==> config.mk <==
export PLATFORM = sky130hd
export DESIGN_NAME = imem_loader
export DESIGN_NICKNAME = d
export VERILOG_FILES = /design/src/rtl/imem_loader.sv
export SDC_FILE = /design/constraint.sdc
export NUM_CORES = 1
export LEC_CHECK = 0
export ABC_AREA = 1
export CORE_MARGIN = 3
export CORE_UTILIZATION = 41
export CTS_BUF_LIST = sky130_fd_sc_hd__clkbuf_16
export DETAILED_ROUTE_END_ITERATION = 7
export PLACE_DENSITY = 0.61
export SLEW_MARGIN = 20
export SYNTH_ARGS = -nofsm -noshare
export SYNTH_HDL_FRONTEND = slang
export SYNTH_SLANG_ARGS = --single-unit
==> constraint.sdc <==
create_clock -name clk_i -period 4.4 [get_ports clk_i]
set_input_delay 0.88 -clock clk_i [delete_from_list [all_inputs] [get_ports clk_i]]
set_output_delay 0.88 -clock clk_i [all_outputs]
set_load 0.005 [all_outputs]
==> src/rtl/imem_loader.sv <==
// imem_loader: boot-time writer for the instruction memory.
//
// The loader receives a little-endian byte stream over a valid/ready handshake.
// The stream starts with a 32-bit word count N. N program words follow it.
// Each word is assembled and written to the instruction-memory write port.
// The core is held in reset until all N words have been written.
//
// Ports:
//   clk_i       system clock; all state changes on the rising edge
//   rst_ni      asynchronous active-low reset
//   s_valid_i   stream byte available
//   s_data_i    stream byte
//   s_ready_o   loader accepts a byte (HDR/DATA only)
//   load_req_i  one-cycle reload request; only acted on in DONE
//   mem_we_o    instruction-memory write enable, one pulse per word
//   mem_addr_o  byte address of the word being written (registered)
//   mem_wd_o    word being written (registered)
//   core_rst_o  active-low core reset; 0 holds the core in reset
//   done_o      image fully written, core released
//   err_o       bad header (N==0 or N>DEPTH); sticky until rst_ni
module imem_loader #(
  parameter int unsigned DEPTH = 1024
) (
  input  logic        clk_i,
  input  logic        rst_ni,
  input  logic        s_valid_i,
  input  logic [7:0]  s_data_i,
  output logic        s_ready_o,
  input  logic        load_req_i,
  output logic        mem_we_o,
  output logic [31:0] mem_addr_o,
  output logic [31:0] mem_wd_o,
  output logic        core_rst_o,
  output logic        done_o,
  output logic        err_o
);

  localparam int IW = (DEPTH > 1) ? $clog2(DEPTH) : 1;

  typedef enum logic [2:0] {HDR, DATA, WRITE, DONE, ERR} state_e;

  state_e        state_q, state_d;
  logic [1:0]    cnt_q, cnt_d;
  logic [IW-1:0] idx_q, idx_d;
  logic [31:0]   n_q, n_d;
  logic [31:0]   word_q, word_d;
  logic [31:0]   addr_q, addr_d;
  logic [31:0]   wd_q, wd_d;
  logic          accept;

  // The handshake and status outputs are decoded from the state.
  // This lets an asynchronous reset drop mem_we at once.
  assign s_ready_o  = (state_q == HDR) || (state_q == DATA);
  assign accept     = s_valid_i && s_ready_o;
  assign mem_we_o   = (state_q == WRITE);
  assign core_rst_o = (state_q == DONE);
  assign done_o     = (state_q == DONE);
  assign err_o      = (state_q == ERR);
  assign mem_addr_o = addr_q;
  assign mem_wd_o   = wd_q;

  always_comb begin
    state_d = state_q;
    cnt_d   = cnt_q;
    idx_d   = idx_q;
    n_d     = n_q;
    word_d  = word_q;
    addr_d  = addr_q;
    wd_d    = wd_q;
    case (state_q)
      HDR: begin
        if (accept) begin
          // Shift in from the top, so the first byte ends up in [7:0].
          n_d   = {s_data_i, n_q[31:8]};
          cnt_d = cnt_q + 2'd1;
          if (cnt_q == 2'd3) begin
            if (n_d == 32'd0 || n_d > 32'(DEPTH)) begin
              state_d = ERR;
            end else begin
              state_d = DATA;
              idx_d   = '0;
            end
          end
        end
      end
      DATA: begin
        if (accept) begin
          word_d = {s_data_i, word_q[31:8]};
          cnt_d  = cnt_q + 2'd1;
          if (cnt_q == 2'd3) begin
            // Load the write port on the same edge that enters WRITE.
            state_d = WRITE;
            wd_d    = word_d;
            addr_d  = 32'(idx_q) << 2;
          end
        end
      end
      WRITE: begin
        if (32'(idx_q) == n_q - 32'd1) begin
          state_d = DONE;
        end else begin
          idx_d   = idx_q + IW'(1);
          state_d = DATA;
        end
      end
      DONE: begin
        if (load_req_i) begin
          state_d = HDR;
          cnt_d   = '0;
          idx_d   = '0;
          n_d     = '0;
        end
      end
      ERR:     state_d = ERR;
      default: state_d = HDR;
    endcase
  end

  always_ff @(posedge clk_i or negedge rst_ni) begin
    if (!rst_ni) begin
      state_q <= HDR;
      cnt_q   <= '0;
      idx_q   <= '0;
      n_q     <= '0;
      word_q  <= '0;
      addr_q  <= '0;
      wd_q    <= '0;
    end else begin
      state_q <= state_d;
      cnt_q   <= cnt_d;
      idx_q   <= idx_d;
      n_q     <= n_d;
      word_q  <= word_d;
      addr_q  <= addr_d;
      wd_q    <= wd_d;
    end
  end

endmodule

# After elaboration in Yosys (flattened, before gate mapping)
# Cells that the tools add are included.
# totals
register_bits	121
inputBits	12
out_inout_bits	69
elab_cells	60
# classes
addsub	3
order_cmp	1
eq_ne	14
muxes	20
reduce_logical	15
# ops
operator	n
two-way mux 32 bit	2
case mux 32 bit (2 select lines)	1
two-way mux 10 bit	5
equality test 10 x 32 -> 1 bit	1
> comparator 32 x 11 -> 1 bit (second input constant)	1
logical NOT 32 bit	1
subtractor 32 x 1 -> 32 bit (second input constant)	1
case mux 10 bit (3 select lines)	1
two-way mux 3 bit	6
case mux 3 bit (5 select lines)	1
adder 10 x 1 -> 10 bit (second input constant)	1
!= test 2 bit (second input constant)	5
AND reduction 3 bit	3
equality test 3 x 2 -> 1 bit (second input constant)	2
two-way mux 2 bit	3
!= test 2 x 1 -> 1 bit (second input constant)	3
AND reduction 6 bit	1
AND reduction 5 bit	1
case mux 2 bit (2 select lines)	1
nonzero test 2 bit	2
equality test 3 x 1 -> 1 bit (second input constant)	1
equality test 3 bit (second input constant)	1
logical NOT 3 bit	1
nonzero test 3 bit	1
6 further kinds	7

# Logic depth before layout (Yosys ltp)
# Gate-level depths: netlist of run 1.
# logic_depth
word_depth	6
depth_mapped	17

# Worst setup path after synthesis of run 1
# OpenSTA, ideal clock, no wires.
# synth_timing
path_kind	input to register
from	input s_data_i[7]
to	register idx_q[5]
t_arrival_ns	2.015
required_time_ns	4.335
slack_ns	2.320
cell_stages	12
path_cell_list	inv_1 nand4_1 nor2_1 nand2_1 nor3_1 o21ai_1 nand2_1 inv_1 nor2_1 buf_4 nand3_1 nand2_1
# synth_between
elab_chain_cells	4
elab_cells_between_ends	5
# synth_rtl
element	line	rtl
from (decl)	27	input logic [7:0] s_data_i,
> comparator 32 x 11 -> 1 bit or logical NOT 32 bit (tied branches)	77	if (n_d == 32'd0 || n_d > 32'(DEPTH)) begin
logical OR 1 bit *	77	
!= test 2 bit (no source line) *	--	
AND reduction 6 bit (no source line) *	--	
to (signal assigned)	131	idx_q <= idx_d;
to (decl)	44	logic [IW-1:0] idx_q, idx_d;
# Every way passes the cells marked *; elsewhere a longest branch is shown, timed or not.
# A chain may end at the register's enable or synchronous reset.

# Final worst setup path of run 1
# layout_timing
from	input s_data_i[0]
to	register idx_q[7]
# Same word-level chain as after synthesis.

==> impl_metrics.env, run 1 <==
export IMPL_status="finished, final reports clean"
export IMPL_place_congestion=0.895
export IMPL_hold_buffers=0
export IMPL_netlist_area_um2=5830
export IMPL_place_area_um2=6490
export IMPL_avgRoutedWirePerCell_um=15.0
export IMPL_seq_area_frac_synth_pct=48.5
export IMPL_fmax_ghz=0.347
export IMPL_drt_iter0_drc=395
export IMPL_powerDensity_nw_per_um2=658
export IMPL_fill_cells=1298
export IMPL_worst_pin_slew_ps=838
export IMPL_clk_pin_slew_ps=50
export IMPL_dr_pass1_iters=5
export IMPL_critPathKind="primary input to register"
export IMPL_grt_pass1_vias=4996
export IMPL_cts_tree="done"
export IMPL_yosysTopAreaCellShare_pct=48.5
export IMPL_crit_top_cell="nand2_1"
export IMPL_rr_worst_depth=12
export IMPL_min_period_ps=2880
export IMPL_max_cap_viol_count=0
export IMPL_yosys_warnings=0
export IMPL_die_x_um=125
export IMPL_cts_made_buffers=17
export IMPL_hold_violations=0
export IMPL_synth_area_leaders="dfrtp_1, nand2_1, inv_1, o21ai_0, nor2_1"
export IMPL_power_leakage_nw=3.36
export IMPL_coreArea_um2=13600
export IMPL_rows=42
export IMPL_ant_nets=0
export IMPL_vias=5114
export IMPL_synth_cells=759
export IMPL_slowest_delay_ps=630
export IMPL_holdPathStages=2
export IMPL_period_share_pct=65.4
export IMPL_cp_max_fo=11
export IMPL_path_cells="clkdlybuf4s50_1 > inv_1 > nand4_1 > nor2_1 > nand2_1 > nor3_1 > o21ai_1 > nand2_1 > inv_1 > nor2_1 > nand2_4 > nand2_1 > nand2_1"
export IMPL_n_antenna_cell=0
export IMPL_arrival_ps=3180
export IMPL_drc=0
export IMPL_grtUsageTotal_pct=19.9
export IMPL_fin_tns_setup_ps=0
export IMPL_seq_area_um2=2830
export IMPL_routed_wl_um=15100
export IMPL_fin_skew_ps=7.22
export IMPL_gr_total_overflow=0
export IMPL_fin_cells=1005
export IMPL_fp_dieH_um=125
export IMPL_cts_resized=0
export IMPL_io_pins=81
export IMPL_final_setup_viol_count=0
export IMPL_initial_utilization_pct=43.0
export IMPL_startpoint_type="primary input"
export IMPL_grt_first_pass_wirelength_um=25300
export IMPL_holdCritPathClass="register to register"
export IMPL_io_buffers=58
export IMPL_fin_area_um2=7060
export IMPL_h_tree_depth=4
export IMPL_clk_path_buf_depth=2
export IMPL_peakVddDrop_mv=0.354
export IMPL_area_delta_synth_final_pct=21.1
export IMPL_crit_required_ps=4700
export IMPL_synth_top_cell_by_area="dfrtp_1"
export IMPL_relSlewSlack_pct=43.9
export IMPL_ys_seq_elements=113
export IMPL_synth_avg_cell_area_um2=7.68
export IMPL_die_area_um2=15700
export IMPL_multi_input_area_um2=2420
export IMPL_drv_slew=0
export IMPL_clock_latency_ps=410
export IMPL_grt_max_degree=64
export IMPL_clk_root_buffer_cell="clkbuf_16"
export IMPL_synth_cell_types=34
export IMPL_dp_cells=974
export IMPL_antenna_found_initial=0
export IMPL_critPathCaptureType="register"
export IMPL_drive_gt1_share_pct=6.51
export IMPL_crit_slowest_cell="nor2_1"
export IMPL_rsz0062_at_grt="false"
export IMPL_hpwl_um=11100
export IMPL_cts_sinks=113
export IMPL_fin_nets=832
export IMPL_vias_per_cell=5.09
export IMPL_postCtsSetupRepairBufs=0
worst max-delay path, delay by kind of cell:
family / cells / cell delay (ps)
AO/OA/AOI/OAI: 1 / 130
buffers and inverters: 3 / 610
AND/OR/NAND/NOR: 9 / 1540
per-stage QoR:
stage	setup WS (ps)	hold slack (ps)	util, %	power [W]
2_1_floorplan	2320	453	-	0.00272
3_3_place_gp	1110	465	47.8	0.00326
3_5_place_dp	1110	472	47.8	0.00329
4_1_cts	1550	486	52.1	0.00466
5_1_grt	1310	496	52.1	0.00498
6_report	1520	481	52.1	0.00465
sequential cells by signal, indices dropped and copies added (netlist names):
signal / flops
state_q: 3
word_q: 24
cnt_q: 2
idx_q: 10
n_q: 32
mem_addr_o: 10
mem_wd_o: 32
worst paths after layout:
kind                              startpoint            to  slack (ps)
worst max register to register       n_q[24]      idx_q[7]        1790
min in group asynchronous             rst_ni    word_q[19]         550
worst min register to register  mem_wd_o[26]  mem_wd_o[26]         480
worst max-delay path             s_data_i[0]      idx_q[7]        1520
max in group asynchronous             rst_ni       n_q[12]        2990
worst min-delay path            mem_wd_o[26]  mem_wd_o[26]         480
area by class of cell:
type	instances	share of cell area (%)
multi-input cells	518	34.3
clock buffers	17	6.02
clock inverters	14	2.14
well taps	176	3.12
repair buffers	65	8.93
flip-flops and latches	113	40.0
inverters	102	5.42
kinds of logic (layout without fill, tap and decap cells):
family | count (synthesis) | in the layout | synth area share [%]
other | 1 | 22 | 0.0643
buffers and inverters | 149 | 198 | 11.4
AOI/OAI and AO/OA | 118 | 118 | 11.0
and+or+nand+nor | 355 | 355 | 25.3
adders and majority gates | 3 | 3 | 0.644
DFF | 113 | 113 | 48.5
xor gates and xnor gates | 19 | 19 | 2.85
muxes | 1 | 1 | 0.193
layout by cell type, fill, tap and decap left out, types with 2 or more instances in the layout:
| master | Yosys | layout |
|---|---|---|
| nand2_1 | 198 | 197 |
| dfrtp_1 | 113 | 113 |
| inv_1 | 100 | 103 |
| nor2_1 | 84 | 83 |
| o21ai_0 | 74 | 74 |
| clkdlybuf4s50_1 | 0 | 57 |
| nand3_1 | 39 | 39 |
| o22ai_1 | 32 | 32 |
| conb_1 | 1 | 22 |
| clkbuf_16 | 0 | 17 |
| xor2_1 | 16 | 16 |
| nor2_2 | 8 | 9 |
| nor3_1 | 8 | 8 |
| buf_4 | 25 | 8 |
| nand4_1 | 6 | 6 |
| nand2_2 | 4 | 5 |
| clkinv_1 | 1 | 4 |
| a21oi_1 | 5 | 4 |
| xnor2_1 | 3 | 3 |
| o21ai_1 | 3 | 3 |
| nor4_1 | 3 | 3 |
| ha_1 | 3 | 3 |
| bufinv_16 | 0 | 3 |
| clkinv_4 | 0 | 3 |
| nor2_4 | 2 | 2 |
power breakdown:
part / leakage, nW / internal (W) / switching (W)
sequential: 1.49 / 0.00136 / 0.000251
combinational: 1.58 / 0.000604 / 0.00109
clock: 0.289 / 0.000874 / 0.000476
total: 3.36 / 0.00283 / 0.00182
per-layer routing:
metal  GRT usage (%)  routed length, µm
met1            26.8               6820
met2            31.9               7150
met4            6.95                261
met3            4.39                873
met5               0                  0
synth_stat cells:
| master | count |
|---|---|
| clkbuf_1 | 16 |
| conb_1 | 1 |
| nor2_1 | 84 |
| o21ai_0 | 74 |
| clkinv_1 | 1 |
| nand2_4 | 1 |
| nor2_2 | 8 |
| o21bai_1 | 1 |
| nand3_1 | 39 |
| o22ai_1 | 32 |
| nor3_1 | 8 |
| ha_1 | 3 |
| xor2_1 | 16 |
| o21a_1 | 1 |
| nand3_2 | 1 |
| nand2_2 | 4 |
| buf_2 | 4 |
| nand2_1 | 198 |
| buf_1 | 1 |
| dfrtp_1 | 113 |
| mux2_2 | 1 |
| o21ai_1 | 3 |
| buf_4 | 25 |
| inv_1 | 100 |
| nor4_1 | 3 |
| nor2_4 | 2 |
| xnor2_1 | 3 |
| nand3b_1 | 1 |
| a22o_1 | 1 |
| buf_6 | 1 |
| o31ai_1 | 1 |
| nand4_1 | 6 |
| a21oi_1 | 5 |
| inv_2 | 1 |
No activity file was read; power rests on OpenSTA's default activity.
==> run 2: changes to the inputs <==
PLACE_DENSITY = 0.63   (was 0.61)
clock period = 2.6 ns   (was 4.4 ns; I/O delays follow)
==> run 2 against run 1 <==
Register-to-register slack worse by 1500 ps; core utilization grew 0.95 points; global-route usage decreased by 0.57 points; critical path depth fell by 8.
==> impl_metrics.env, run 2 (same netlist as run 1, synthesis figures left out) <==
export IMPL_status="finished, final reports clean"
export IMPL_slowest_delay_ps=490
export IMPL_io_pins=81
export IMPL_reg2reg_slack_ps=280
export IMPL_clock_latency_ps=410
export IMPL_initial_utilization_pct=43.0
export IMPL_die_x_um=125
export IMPL_critPathCaptureType="output port"
export IMPL_grt_pass1_vias=4896
export IMPL_fin_nets=837
export IMPL_p_total_w=0.00807
export IMPL_period_share_pct=89.4
export IMPL_globalRouteMet1Util_pct=27.3
export IMPL_fin_tns_setup_ps=0
export IMPL_path_cells="inv_1 > nand2_1 > nor2_1 > buf_4 > clkdlybuf4s50_1"
export IMPL_routed_wl_um=14600
export IMPL_rows=42
export IMPL_place_congestion=0.904
export IMPL_crit_required_ps=2080
export IMPL_final_common_cell="nand2_1"
export IMPL_grtUsageTotal_pct=19.3
export IMPL_reg2reg_to="idx_q[0]"
export IMPL_peakVddDrop_mv=0.804
export IMPL_fmax_ghz=0.430
export IMPL_ant_nets=0
export IMPL_fp_dieH_um=125
export IMPL_startpoint="state_q[2]"
export IMPL_busiest_layer="met2"
export IMPL_crit_slowest_cell="clkdlybuf4s50_1"
export IMPL_relSlewSlack_pct=59.3
export IMPL_h_tree_depth=4
export IMPL_clk_root_buffer_cell="clkbuf_16"
export IMPL_hpwl_um=10700
export IMPL_grt_max_degree=114
export IMPL_use_met2_pct=29.8
export IMPL_hold_violations=0
export IMPL_rr_worst_depth=13
export IMPL_dr_pass1_iters=5
export IMPL_clk_path_buf_depth=2
export IMPL_layout_common_cells="nand2_1, dfrtp_1, inv_1"
export IMPL_vias_per_cell=4.96
export IMPL_drv_slew=0
export IMPL_cts_tree="done"
export IMPL_area_delta_synth_final_pct=23.3
export IMPL_clk_pin_slew_ps=60
export IMPL_avgRoutedWirePerCell_um=14.5
export IMPL_drive_gt1_share_pct=7.90
export IMPL_antenna_found_initial=0
export IMPL_gr_total_overflow=0
export IMPL_reg2reg_from="n_q[19]"
export IMPL_cts_made_buffers=17
export IMPL_hold_buffers=0
export IMPL_final_setup_viol_count=0
export IMPL_worst_pin_slew_ps=610
export IMPL_powerDensity_nw_per_um2=1120
export IMPL_holdCritPathClass="primary input to async pin"
export IMPL_arrival_ps=1800
export IMPL_rsz0062_at_grt="false"
export IMPL_vias=5016
export IMPL_max_cap_viol_count=0
export IMPL_use_met3_pct=4.09
export IMPL_n_antenna_cell=0
export IMPL_startpoint_type="register"
export IMPL_die_area_um2=15700
export IMPL_power_leakage_nw=3.43
export IMPL_cp_max_fo=3
export IMPL_critPathKind="register to output port"
export IMPL_drc=0
export IMPL_coreArea_um2=13600
export IMPL_cts_sinks=113
export IMPL_min_period_ps=2320
export IMPL_io_buffers=58
export IMPL_fin_skew_ps=6.34
export IMPL_grt_first_pass_wirelength_um=24600
export IMPL_drt_iter0_drc=416
==> run 2: per-layer routing <==
layer / routed length (µm) / vias to the layer above
li1: - / 2487
met1: 6890 / 2343
met2: 6710 / 162
met3: 762 / 24
met4: 275 / 0
met5: 0 / -
==> run 2: worst max-delay path, delay by kind of cell, from the launching register on <==
kind | cells | cell delay [ps]
flip-flops | 1 | 400
AND/OR/NAND/NOR | 2 | 280
buffers and inverters | 3 | 730
==> run 2: report_power, final <==
part	internal [W]	switching, W	total, W	leakage (nW)
sequential	0.00229	0.000410	0.00270	1.49
clock	0.00152	0.000866	0.00239	0.299
combinational	0.00112	0.00186	0.00298	1.64
==> run 2: how the worst max path moves through the flow <==
stage                to  slack [ps]  depth (start not counted)
2_1_floorplan  idx_q[7]         610                         16
3_3_place_gp   idx_q[8]         160                         12
3_5_place_dp   idx_q[0]         110                         12
4_1_cts        idx_q[0]         190                         15
5_1_grt        idx_q[0]          50                         16
6_report       mem_we_o         280                          5
==> run 2: cell type report <==
class / count / area [µm²]
clock buffers: 17 / 425
clock inverters: 15 / 183
fillers: 1281 / 6370
inverters: 102 / 383
multi-input cells: 518 / 2430
flip-flops and latches: 113 / 2830
well taps: 176 / 220
repair buffers: 70 / 718
==> run 2: metrics by stage <==
stage	util, %	hold slack (ps)	std cells	setup WS (ps)	instance area (µm²)
floorplan	-	224	780	613	5910
global placement	48.3	465	976	162	6550
detailed placement	48.3	476	976	108	6550
CTS	52.8	225	1008	188	7160
global route	53.0	234	1011	52.2	7190
finish	53.0	165	1011	277	7190
==> run 2: what timing repair did <==
action	CTS	global route
endpoints found under the setup margin	0	10
gates resized for setup	0	2
setup buffers	0	3
